--- src/rtl/lcd_tgen_seq.sv ---
// lcd_tgen_seq: vs/hs/de timing generator for the 320x240 RGB panel path.
// It starts and stops only on frame boundaries and steps a test-pattern index every FRAMES_PER_PAT frames.
module lcd_tgen_seq #(
  parameter int H_SYNC         = 10,
  parameter int H_BP           = 38,
  parameter int H_ACT          = 320,
  parameter int H_FP           = 20,
  parameter int V_SYNC         = 2,
  parameter int V_BP           = 16,
  parameter int V_ACT          = 240,
  parameter int V_FP           = 4,
  parameter int FRAMES_PER_PAT = 60,
  parameter int NUM_PAT        = 4
) (
  input  logic       clk,
  input  logic       rst,
  input  logic       en,
  input  logic       pat_hold,
  output logic       vs_out,
  output logic       hs_out,
  output logic       de_out,
  output logic       frame_start,
  output logic [2:0] pat_sel,
  output logic       busy
);

  localparam logic [1:0] IDLE  = 2'd0;
  localparam logic [1:0] RUN   = 2'd1;
  localparam logic [1:0] DRAIN = 2'd2;

  localparam int H_TOT = H_SYNC + H_BP + H_ACT + H_FP;
  localparam int V_TOT = V_SYNC + V_BP + V_ACT + V_FP;

  localparam logic [9:0] H_LAST   = 10'(H_TOT - 1);
  localparam logic [9:0] V_LAST   = 10'(V_TOT - 1);
  localparam logic [9:0] H_SYNC_C = 10'(H_SYNC);
  localparam logic [9:0] V_SYNC_C = 10'(V_SYNC);
  localparam logic [9:0] H_DE_LO  = 10'(H_SYNC + H_BP);
  localparam logic [9:0] H_DE_HI  = 10'(H_SYNC + H_BP + H_ACT);
  localparam logic [9:0] V_DE_LO  = 10'(V_SYNC + V_BP);
  localparam logic [9:0] V_DE_HI  = 10'(V_SYNC + V_BP + V_ACT);
  localparam logic [7:0] F_LAST   = 8'(FRAMES_PER_PAT - 1);
  localparam logic [2:0] P_LAST   = 3'(NUM_PAT - 1);

  logic [1:0] state_q, state_d;
  logic [9:0] hcnt_q, hcnt_d;
  logic [9:0] vcnt_q, vcnt_d;
  logic [7:0] fcnt_q, fcnt_d;
  logic [2:0] pat_sel_q, pat_sel_d;
  logic       vs_q, vs_d;
  logic       hs_q, hs_d;
  logic       de_q, de_d;
  logic       fs_q, fs_d;
  logic       busy_q, busy_d;

  logic running;
  logic frame_end;

  assign running   = (state_q == RUN) || (state_q == DRAIN);
  assign frame_end = (hcnt_q == H_LAST) && (vcnt_q == V_LAST);

  always_comb begin
    state_d   = state_q;
    hcnt_d    = '0;
    vcnt_d    = '0;
    fcnt_d    = fcnt_q;
    pat_sel_d = pat_sel_q;

    if (running) begin
      if (hcnt_q == H_LAST) begin
        hcnt_d = '0;
        vcnt_d = (vcnt_q == V_LAST) ? '0 : vcnt_q + 10'd1;
      end else begin
        hcnt_d = hcnt_q + 10'd1;
        vcnt_d = vcnt_q;
      end
    end

    // Dropping en never truncates a frame: RUN falls into DRAIN and only frame end returns to IDLE.
    case (state_q)
      IDLE:    if (en) state_d = RUN;
      RUN:     if (!en) state_d = frame_end ? IDLE : DRAIN;
      DRAIN:   if (frame_end) state_d = en ? RUN : IDLE;
      default: state_d = IDLE;
    endcase

    if (running && frame_end && !pat_hold) begin
      if (fcnt_q == F_LAST) begin
        fcnt_d    = '0;
        pat_sel_d = (pat_sel_q == P_LAST) ? '0 : pat_sel_q + 3'd1;
      end else begin
        fcnt_d = fcnt_q + 8'd1;
      end
    end

    hs_d   = running && (hcnt_q < H_SYNC_C);
    vs_d   = running && (vcnt_q < V_SYNC_C);
    de_d   = running && (hcnt_q >= H_DE_LO) && (hcnt_q < H_DE_HI)
                     && (vcnt_q >= V_DE_LO) && (vcnt_q < V_DE_HI);
    fs_d   = running && (hcnt_q == '0) && (vcnt_q == '0);
    busy_d = (state_q != IDLE);
  end

  always_ff @(posedge clk or posedge rst) begin
    if (rst) begin
      state_q   <= IDLE;
      hcnt_q    <= '0;
      vcnt_q    <= '0;
      fcnt_q    <= '0;
      pat_sel_q <= '0;
      vs_q      <= 1'b0;
      hs_q      <= 1'b0;
      de_q      <= 1'b0;
      fs_q      <= 1'b0;
      busy_q    <= 1'b0;
    end else begin
      state_q   <= state_d;
      hcnt_q    <= hcnt_d;
      vcnt_q    <= vcnt_d;
      fcnt_q    <= fcnt_d;
      pat_sel_q <= pat_sel_d;
      vs_q      <= vs_d;
      hs_q      <= hs_d;
      de_q      <= de_d;
      fs_q      <= fs_d;
      busy_q    <= busy_d;
    end
  end

  assign vs_out      = vs_q;
  assign hs_out      = hs_q;
  assign de_out      = de_q;
  assign frame_start = fs_q;
  assign pat_sel     = pat_sel_q;
  assign busy        = busy_q;

endmodule

--- config.mk ---
export PLATFORM = sky130hd
export DESIGN_NAME = lcd_tgen_seq
export DESIGN_NICKNAME = d
export VERILOG_FILES = /design/src/rtl/lcd_tgen_seq.sv
export SDC_FILE = /design/constraint.sdc
export NUM_CORES = 1
export LEC_CHECK = 0
export BUFFER_PORTS_ARGS = -buffer_cell sky130_fd_sc_hd__buf_4
export CAP_MARGIN = 20
export CORE_ASPECT_RATIO = 0.5
export CORE_MARGIN = 2
export CORE_UTILIZATION = 60
export CTS_CLUSTER_SIZE = 14
export DETAILED_ROUTE_END_ITERATION = 8
export GPL_TIMING_DRIVEN = 1
export PLACE_DENSITY = 0.82
export SETUP_SLACK_MARGIN = 0.5
export SYNTH_ARGS = -nofsm -noshare
export SYNTH_HDL_FRONTEND = slang
export SYNTH_SLANG_ARGS = --single-unit
export TNS_END_PERCENT = 50
--- constraint.sdc ---
create_clock -name clk -period 2.8 [get_ports clk]
set_input_delay 0 -clock clk [delete_from_list [all_inputs] [get_ports clk]]
set_output_delay 0 -clock clk [all_outputs]
set_load 0.02 [all_outputs]
After elaboration in Yosys (flattened, before gate mapping)
Index checks and enable logic that the tools add are counted.
{"block": "word_totals", "register_bits": 38, "input_bits": 4, "word_cells": 62}
{"block": "classes", "add_sub_neg": 4, "order_cmp": 6, "eq_ne": 10, "n_mux": 13, "reduce_logical": 19}
{"op": "2-to-1 mux 10 bit", "n": 5}
{"op": "adder 10 x 1 -> 10 bit (second input constant)", "n": 2}
{"op": "equality test 10 x 9 -> 1 bit (second input constant)", "n": 2}
{"op": "zero test 10 bit", "n": 2}
{"op": "less-than comparator 10 x 9 -> 1 bit (second input constant)", "n": 2}
{"op": "logical AND 1 bit", "n": 11}
{"op": "greater-or-equal comparator 10 x 5 -> 1 bit (second input constant)", "n": 1}
{"op": "greater-or-equal comparator 10 x 6 -> 1 bit (second input constant)", "n": 1}
{"op": "less-than comparator 10 x 2 -> 1 bit (second input constant)", "n": 1}
{"op": "less-than comparator 10 x 4 -> 1 bit (second input constant)", "n": 1}
{"op": "adder 8 x 1 -> 8 bit (second input constant)", "n": 1}
{"op": "equality test 8 x 6 -> 1 bit (second input constant)", "n": 1}
{"op": "2-to-1 mux 2 bit", "n": 4}
{"op": "2-to-1 mux 8 bit", "n": 1}
{"op": "!= test 2 bit (second input constant)", "n": 3}
{"op": "one-hot mux 2 bit (3 select lines)", "n": 1}
{"op": "adder 3 x 1 -> 3 bit (second input constant)", "n": 1}
{"op": "equality test 3 x 2 -> 1 bit (second input constant)", "n": 1}
{"op": "2-to-1 mux 3 bit", "n": 1}
{"op": "AND reduction 3 bit", "n": 1}
{"op": "equality test 2 x 1 -> 1 bit (second input constant)", "n": 1}
{"op": "equality test 2 bit (second input constant)", "n": 1}
{"op": "zero test 2 bit", "n": 1}
{"op": "!= test 2 x 1 -> 1 bit (second input constant)", "n": 1}
{"op": "other kinds (5)", "n": 5}

Depth between registers and ports, before layout
Gate-level depths: netlist (run 1).
{"block": "depth", "depth_word": 6, "mapped_depth": 7}

Worst setup path before layout (run 1)
OpenSTA, ideal clock, no wires.
{"block": "synth_path", "path_kind": "flip-flop to flip-flop", "from": "reg hcnt_q[4]", "to": "reg pat_sel_q[0] (netlist: pat_sel[0])", "t_arrival_ns": 2.123, "required_time_ns": 2.675, "setup_slack_ns": 0.553, "stages_incl_launch_ff": 6, "synth_period_minus_slack_ns": 2.247, "path_cell_list": "dfrtp_1 -> or4_4 -> or4_1 -> buf_2 -> nor3_4 -> mux2_2"}
{"block": "synth_between", "elab_chain_len": 5}
{"item": "start, declared", "line_no": "46", "source": "logic [9:0] hcnt_q, hcnt_d;"}
{"item": "start signal, assigned", "line_no": "118", "source": "hcnt_q <= hcnt_d;"}
{"item": "equality test 10 x 9 -> 1 bit", "line_no": "60", "source": "assign frame_end = (hcnt_q == H_LAST) && (vcnt_q == V_LAST);"}
{"item": "logical AND 1 bit", "line_no": "60"}
{"item": "logical AND 1 bit (2 in a row)", "line_no": "87", "source": "if (running && frame_end && !pat_hold) begin"}
{"item": "AND reduction 2 bit (no line)"}
{"item": "end signal, assigned", "line_no": "121", "source": "pat_sel_q <= pat_sel_d;"}
{"item": "end, declared", "line_no": "49", "source": "logic [2:0] pat_sel_q, pat_sel_d;"}
Every way passes these cells.
A chain may end at the register's enable or synchronous reset.

Final worst setup path (run 1)
{"block": "layout_path", "from": "reg hcnt_q[4]", "to": "reg pat_sel_q[1] (netlist: pat_sel[1])"}
The elaborated chain is that of the path after synthesis.

==> results of run 1 <==
## metal layers
metal / global-route usage / vias to the layer above
met5: 0 / -
met4: 0.0800 / 0
met3: 0.0543 / 8
met2: 0.376 / 38
met1: 0.307 / 821
li1: - / 827
## critical path: cells and delay by family, from the launching register on
| family | cells | cell delay (ns) |
|---|---|---|
| multiplexers | 1 | 0.35 |
| flip-flops | 1 | 0.44 |
| AND/OR/NAND/NOR | 3 | 1.37 |
## placed cells by master (no fill, tap or decap), drive strengths merged, types with 3 or more instances in the layout
| cell | n |
|---|---|
| and3 | 8 |
| buf | 16 |
| clkbuf | 6 |
| nand2b | 4 |
| or3 | 6 |
| dfrtp | 38 |
| nand3 | 12 |
| nand2 | 11 |
| nor2 | 16 |
| a31oi | 7 |
| xor2 | 7 |
| mux2 | 5 |
| or4 | 8 |
| a21oi | 10 |
| o21ai | 9 |
| nor3 | 6 |
| o211a | 3 |
| inv | 14 |
| ha | 11 |
| o31ai | 7 |
## final cells by class
class	instances	area, um^2
tap	51	63.8
clock inverter	2	12.5
fill	259	1020
multi-input combinational	157	1080
inverter	14	52.6
timing repair buffer	17	130
sequential	38	952
clock buffer	6	82.6
## where the power goes
group | total [W] | switching (W) | internal, W
clock network | 0.000394 | 0.000196 | 0.000198
registers | 0.000705 | 0.0000777 | 0.000627
logic | 0.000673 | 0.000410 | 0.000263
total | 0.00177 | 0.000684 | 0.00109
## worst min path at each step
stage,from,end,depth (start not counted)
floorplan,rst,busy,1
global placement,rst,pat_sel[0],2
detailed placement,rst,de_out,2
CTS,pat_hold,fcnt_q[2],3
global route,pat_hold,fcnt_q[2],3
finish,pat_hold,fcnt_q[2],3
## sequential cells by signal, indices dropped and copies added, names as in the netlist
signal	cells
busy	1
de_out	1
fcnt_q	8
frame_start	1
hcnt_q	10
hs_out	1
pat_sel	3
state_q	2
vcnt_q	10
vs_out	1
## repair_timing
item	4_1_cts	5_1_grt
pin swaps	0	1
setup buffers	0	1
resized for setup	1	2
hold buffers	1	0
endpoints found under the setup margin	2	7
hold endpoints to repair	20	0
## cells by family after synthesis
family / share of synthesized area
buffers and inverters: 0.0364
flip-flops: 0.454
XOR/XNOR: 0.0334
AND/OR/NAND/NOR: 0.223
AO/OA/AOI/OAI: 0.161
adder cells (fa/ha/maj): 0.0657
multiplexers: 0.0269
## stage by stage
step / utilization / instance area (um^2)
3_3_place_gp: 0.663 / 2250
3_5_place_dp: 0.663 / 2250
2_1_floorplan: - / 2100
5_1_grt: 0.700 / 2380
6_report: 0.700 / 2380
4_1_cts: 0.695 / 2360
==> impl_metrics.yaml, run 1 <==
timing:
  hold_violations: 0
  finalCriticalPeriod_ns: 2.28
  setup_viol: 0
  setup_ws_ns: 0.518
  finalCritPeriodShare: 0.815
  clock.fmax_mhz: 438
  fin_tns_setup_ns: 0
  slew_violations: 0
  rsz0062_at_grt: "yes"
  finClkSkew_ns: 0.00854
  tightest_slew_ns: 0.793
  relSlewSlack: 0.470
  hold_ws_ns: 0.0272
critical_path:
  cp_cell_sequence: "or4_4 > or4_4 > nor3_4 > mux2_2"
  slowest_delay_ns: 0.61
  reg2regPathDepth: 4
  r2r_start: "hcnt_q[4]"
  cp_slowest_cell: "or4_4"
  critPathMaxFanout: 6
  cp-endpoint: "pat_sel[1]"
  regToRegEndpoint: "pat_sel[1]"
  crit_top_cell: "or4_4"
  reg2reg_slack_ns: 0.52
  critPathLaunchType: "flop"
  worstSetupPathType: "reg -> reg"
  cp.required_ns: 2.98
  cp-startpoint: "hcnt_q[4]"
  arrival_ns: 2.46
  endpoint_kind: "flop"
clock_network:
  cts.clk_slew.worst_paths_ns: 0.07
  clock_sinks: 38
  cts_root_buffer: "clkbuf_8"
  cts_made_buffers: 5
  insertion_delay_ns: 0.30
  cts_tree: "done"
  h-tree-depth: 2
  clock_path_buffers: 2
finish:
  antenna_cells: 0
  area_growth_pct: 13.4
  final_cells: 285
  nets: 248
  drive_gt1_frac: 0.158
drt:
  drtIter0Drc: 76
  firstDrtPassIters: 4
  wl_met3_um: 180
  routed_wl_mm: 4.19
  via_per_inst: 5.94
  vias: 1694
  drc_errors: 0
  postRouteAntennaNets: 0
  wl_per_cell_um: 14.7
  wl_met2_mm: 1.94
  wl_met1_mm: 2.02
  highest_layer: "met4"
floorplan:
  fp.dieW_um: 87.6
  dieArea_um2: 4010
  rows: 15
  start_util: 0.617
  core_area_um2: 3400
  die_h_um: 45.8
  io_pins: 12
synth:
  ys_types: 42
  syn_area_um2: 2100
  synth-warning-count: 0
  synth_top_cell_by_area: "dfrtp_1"
  synth_common_cells: "38 x dfrtp_1, 16 x nor2_1, 14 x inv_1"
  yosysMostFrequentCell: "dfrtp_1"
  async_flop_share: 1.00
  synth_seq_area_share: 0.454
  synth_flop_cell: "dfrtp_1"
  netlist_instances: 215
  synth_edf_count: 0
  synth_nets: 230
  synth_area_per_cell_um2: 9.75
  ys_ff_latch: 38
  netlist.area_leader.share: 0.454
  synth.area.top_cells: "dfrtp_1 45%, ha_1 6.6%, xor2_1 2.9%"
place:
  place_inst: 275
  place_ws_ns: 0.384
  dpl.hpwl_mm: 3.00
  port_buffers: 11
  gp_congestion: 0.864
global_routing:
  antenna_found_initial: 0
  grt_overflow_total: 0
  grt_pass1_vias: 1552
  grt_max_degree: 22
  track_usage: 0.229
  grt_first_pass_wirelength_mm: 6.91
pwr:
  peakVddDrop_mv: 0.338
  power_density_nw_per_um2: 745
  p_leak_nw: 1.10
  p_total_w: 0.00177
outcome:
  outcome: "complete, no violations"
worst_hold_path:
  hp-class: "in -> reg"
run:
  drv_cap: 0
(Power assumes the default switching activity.)
==> run 2: changes to the inputs <==
==> constraint.sdc (replaced) <==
create_clock -name clk -period 2.1 [get_ports clk]
set_input_delay 0 -clock clk [delete_from_list [all_inputs] [get_ports clk]]
set_output_delay 0 -clock clk [all_outputs]
set_load 0.02 [all_outputs]
==> run 2 against run 1 <==
Against the previous run:
- the flow now finishes with violations (negative setup slack)
- register-to-register slack lost 0.61 ns
- non-clock buffer count rose by 37
- combinational power rose to 3.2 times the previous value
- fmax grew 3.9%
- worst setup slack got worse by 0.61 ns
- final cell count grew 13%
- highest routed layer unchanged
==> impl_metrics.yaml, run 2 (same netlist as run 1, synthesis figures left out) <==
clock_network:
  cts_made_buffers: 5
  cts.clk_slew.worst_paths_ns: 0.07
  cts_root_buffer: "clkbuf_8"
  h-tree-depth: 2
  clock_path_buffers: 2
  insertion_delay_ns: 0.29
  clock_sinks: 38
  cts_tree: "done"
drt:
  postRouteAntennaNets: 0
  firstDrtPassIters: 8
  via_per_inst: 6.79
  drtIter0Drc: 376
  drc_errors: 0
  routed_wl_mm: 7.49
  vias: 2180
  wl_per_cell_um: 23.3
critical_path:
  worst-path-buf-inv: 1
  path_delay_family: "multiplexers"
  r2r_start: "state_q[0]"
  arrival_ns: 2.38
  cp_cell_sequence: "buf_6 > ha_4 > mux2_4 > or4_1 > o22a_1 > mux2_2"
  critPathMaxFanout: 3
  worstSetupPathType: "reg -> reg"
  cp.required_ns: 2.28
  critPathLaunchType: "flop"
  cp-startpoint: "state_q[0]"
  reg2regPathDepth: 6
  slowest_delay_ns: 0.53
  cp.depth: 6
  endpoint_kind: "flop"
  cp_slowest_cell: "or4_1"
place:
  placed_area_um2: 2410
  gp_congestion: 0.844
  place_ws_ns: -0.0444
  port_buffers: 11
  place_inst: 294
  dpl.hpwl_mm: 3.30
finish:
  fill_cells: 121
  drive_gt1_frac: 0.437
  final_cell_mix: "40 x buf_4, 38 x dfrtp_1, 12 x inv_1"
  mostFrequentLayoutCell: "buf_4"
  nets: 285
  antenna_cells: 0
  area_growth_pct: 46.1
  reg_top3: "hcnt_q x10, vcnt_q x10, fcnt_q x8"
  design_area_um2: 3060
  final_cells: 321
worst_hold_path:
  min_path_cells: 3
  hp-class: "in -> reg"
  min-delay-start: "pat_hold"
global_routing:
  antenna_found_initial: 0
  grt_max_degree: 39
  grt_first_pass_wirelength_mm: 9.19
  grt_pass1_vias: 1874
  track_usage: 0.313
  grt_overflow_total: 0
timing:
  tightest_slew_ns: 0.501
  hold_ws_ns: 0.0267
  slew_violations: 0
  rsz0062_at_grt: "yes"
  relSlewSlack: 0.666
  clock.fmax_mhz: 455
  finalCritPeriodShare: 1.05
  setup_ws_ns: -0.0964
  setup_viol: 9
  finalCriticalPeriod_ns: 2.20
  finClkSkew_ns: 0.00325
  hold_violations: 0
floorplan:
  start_util: 0.617
  core_area_um2: 3400
  io_pins: 12
  dieArea_um2: 4010
  rows: 15
  die_h_um: 45.8
  fp.dieW_um: 87.6
run:
  drv_cap: 0
outcome:
  violations: "negative setup slack"
  outcome: "complete, but fails checks"
pwr:
  p_leak_nw: 1.39
  peakVddDrop_mv: 0.802
  power_density_nw_per_um2: 1170
==> run 2: cell types whose count changed in the layout (fill, tap and decap cells not counted), moves of 4 or more <==
| cell | previous run | this run |
|---|---|---|
| nor2_4 | 0 | 6 |
| o31ai_1 | 6 | 0 |
| o21ai_0 | 9 | 4 |
| buf_4 | 16 | 40 |
| buf_6 | 0 | 10 |
| a31oi_1 | 7 | 3 |
| a21oi_1 | 10 | 6 |
| a21oi_2 | 0 | 4 |
| nor2_1 | 16 | 9 |
| nor3_1 | 5 | 1 |
| a31oi_4 | 0 | 4 |
==> run 2: per-layer routing <==
layer / track usage / wire, um / vias up / part of all wire
li1: - / - / 904 / -
met5: 0 / 0 / - / 0
met4: 0.135 / 579 / 0 / 0.077
met1: 0.397 / 2810 / 1018 / 0.38
met2: 0.530 / 3320 / 193 / 0.44
met3: 0.0670 / 781 / 65 / 0.10
==> run 2: final timing paths <==
check,to,slack (ns)
max,state_q[0],-0.1
min,fcnt_q[2],0.03
max reg2reg,state_q[0],-0.1
min reg2reg,fcnt_q[7],0.53
max in group asynchronous,state_q[0],1.34
min in group asynchronous,hcnt_q[8],0.41
==> run 2: per-stage QoR <==
step | setup TNS, ns | util | power [W]
2_1_floorplan | -0.273 | - | 0.00157
3_3_place_gp | 0 | 0.709 | 0.00194
3_5_place_dp | -0.114 | 0.709 | 0.00200
4_1_cts | -0.0746 | 0.797 | 0.00284
5_1_grt | -1.01 | 0.901 | 0.00372
6_report | -0.349 | 0.901 | 0.00357
==> run 2: what timing repair did <==
item / in CTS / in global routing
setup endpoints to repair: 36 / 36
hold buffers: 1 / 0
endpoints found under the hold margin: 38 / 0
cloned: 1 / 0
setup buffers: 8 / 10
pin swaps: 30 / 28
gates resized for setup: 41 / 50
==> run 2: final cells by class <==
cell class              instances  area [um^2]  area share
inverters                      14         52.6      0.0172
clock buffers                   7         76.3      0.0249
well taps                      51         63.8      0.0208
multi-input cells             157         1440       0.470
repair buffers                 54          478       0.156
flip-flops and latches         38          951       0.311
==> run 2: tightest hold or removal path, cell delays in order <==
cell and delay (ns):
buf_4 0.10, or4b_4 0.14, o31ai_2 0.05
==> run 2: power breakdown <==
group	internal (W)	total [W]	leakage [nW]	switching [W]
clock network	0.000229	0.000486	0.0383	0.000257
logic	0.00102	0.00216	0.856	0.00113
registers	0.000836	0.000930	0.500	0.0000938
==> run 3: changes to the inputs <==
--- a/config.mk
+++ b/config.mk
@@ -5,7 +5,7 @@
 export SDC_FILE = /design/constraint.sdc
 export NUM_CORES = 1
 export LEC_CHECK = 0
-export BUFFER_PORTS_ARGS = -buffer_cell sky130_fd_sc_hd__buf_4
+export BUFFER_PORTS_ARGS = -buffer_cell sky130_fd_sc_hd__buf_2
 export CAP_MARGIN = 20
 export CORE_ASPECT_RATIO = 0.5
 export CORE_MARGIN = 2
==> run 3 against run 2 <==
Against the previous run:
- the flow still finishes with violations (negative setup slack)
- worst setup slack improved by 0.063 ns
- total power is 20% lower
- utilization decreased by 7.1 points
- clock power is essentially flat
- worst hold slack improved by 0.037 ns
- fmax rose by 2.9%
- flip-flop and latch count did not move
- die area unchanged
- sequential share of layout area grew 2.7 points
- non-clock buffer count shrank 9
- final cell count down 2.8%
- critical path type unchanged
- largest cell class unchanged
- largest power group unchanged
==> impl_metrics.yaml, run 3 (same netlist as run 1, synthesis figures left out) <==
critical_path:
  critPathLaunchType: "flop"
  cp_slowest_cell: "or4_4"
  path_delay_family: "simple AND/OR/NAND/NOR gates"
  reg2regPathDepth: 4
  r2r_start: "hcnt_q[2]"
  critPathMaxFanout: 3
  reg2reg_slack_ns: -0.03
  arrival_ns: 2.34
  worstSetupPathType: "reg -> reg"
  cp_cell_sequence: "or4_4 > or3_4 > or4b_4 > o31ai_2"
  cp.required_ns: 2.30
  worst-path-buf-inv: 0
  slowest_delay_ns: 0.57
  endpoint_kind: "flop"
  regToRegEndpoint: "fcnt_q[2]"
finish:
  fin_util: 0.830
  reg_top3: "hcnt_q x10, vcnt_q x10, fcnt_q x8"
  mostFrequentLayoutCell: "dfrtp_1"
  fill_cells: 170
  nets: 276
  area_growth_pct: 34.5
  antenna_cells: 0
  final_cell_mix: "38 x dfrtp_1, 25 x buf_4, 16 x nor2_1"
  drive_gt1_frac: 0.349
  design_area_um2: 2820
timing:
  clock.fmax_mhz: 469
  slew_violations: 0
  relSlewSlack: 0.662
  rsz0062_at_grt: "yes"
  tightest_slew_ns: 0.500
  finalCritPeriodShare: 1.02
  setup_ws_ns: -0.0337
  hold_ws_ns: 0.0634
  hold_violations: 0
  finClkSkew_ns: 0.00609
  setup_viol: 3
  finalCriticalPeriod_ns: 2.13
floorplan:
  dieArea_um2: 4010
  rows: 15
  die_h_um: 45.8
  core_area_um2: 3400
  start_util: 0.617
  fp.dieW_um: 87.6
  io_pins: 12
place:
  port_buffers: 11
  dpl.hpwl_mm: 3.23
  placed_area_um2: 2390
  gp_congestion: 0.870
  place_ws_ns: -0.0290
drt:
  postRouteAntennaNets: 0
  vias: 1960
  routed_wl_mm: 5.65
  drtIter0Drc: 182
  drc_errors: 0
  firstDrtPassIters: 4
  via_per_inst: 6.28
  wl_per_cell_um: 18.1
worst_hold_path:
  hp-class: "in -> reg"
  hold_path_end: "fcnt_q[0]"
  min-delay-start: "pat_hold"
  min_path_cells: 3
outcome:
  violations: "negative setup slack"
  outcome: "complete, but fails checks"
clock_network:
  cts.clk_slew.worst_paths_ns: 0.08
  clock_path_buffers: 2
  cts_root_buffer: "clkbuf_8"
  cts_made_buffers: 5
  h-tree-depth: 2
  insertion_delay_ns: 0.30
  clock_sinks: 38
  cts_tree: "done"
global_routing:
  grt_overflow_total: 0
  grt_first_pass_wirelength_mm: 8.16
  track_usage: 0.274
  antenna_found_initial: 0
  grt_max_degree: 39
  grt_pass1_vias: 1823
pwr:
  p_leak_nw: 1.33
  peakVddDrop_mv: 0.670
  p_total_w: 0.00287
  power_density_nw_per_um2: 1020
run:
  drv_cap: 0
[run 3: cell count changes in the layout (fill, tap and decap cells not counted), sizes merged]
cell	delta
buf	-9
[run 3: worst register-to-register path, cell delays in order (launching register included)]
cell and delay [ns]:
dfrtp_1 0.38, or4_4 0.57, or3_4 0.36, or4b_4 0.52, o31ai_2 0.22
[run 3: repair_timing]
item	in CTS	in global routing
gates resized for setup	29	27
pin swaps	14	15
setup buffers	8	2
endpoints found under the setup margin	36	36
hold buffers	1	0
endpoints found under the hold margin	38	0
[run 3: worst max path at each step]
| stage | from | endpoint | depth (start not counted) |
|---|---|---|---|
| final | hcnt_q[2] | fcnt_q[2] | 4 |
| after global routing | fcnt_q[0] | pat_sel[0] | 5 |
| after CTS | state_q[1] | pat_sel[0] | 7 |
| after detailed placement | vcnt_q[9] | pat_sel[0] | 5 |
| after global placement | hcnt_q[5] | fcnt_q[2] | 4 |
| after floorplan | hcnt_q[5] | pat_sel[0] | 5 |
[run 3: per-stage QoR]
step	setup TNS [ns]	instances
after detailed placement	-0.0669	294
after global placement	0	294
after global routing	-0.582	312
after CTS	-0.0136	310
after floorplan	-0.273	215
final	-0.0578	312
[run 3: area by class of cell]
class | instances | area (um^2) | area share
sequential | 38 | 951 | 0.337
inverter | 14 | 52.6 | 0.0186
tap | 51 | 63.8 | 0.0226
timing repair buffer | 45 | 360 | 0.128
multi-input combinational | 157 | 1320 | 0.466
clock buffer | 7 | 76.3 | 0.0271
[run 3: metal layers]
| metal | share of wire | track usage |
|---|---|---|
| met5 | 0 | 0 |
| met4 | 0.039 | 0.123 |
| met3 | 0.043 | 0.0598 |
| met2 | 0.49 | 0.479 |
| met1 | 0.43 | 0.335 |
[run 3: power by group]
part / switching, W / total (W) / internal, W
Sequential: 0.0000764 / 0.000912 / 0.000836
Clock: 0.000257 / 0.000486 / 0.000229
Combinational: 0.000774 / 0.00147 / 0.000699
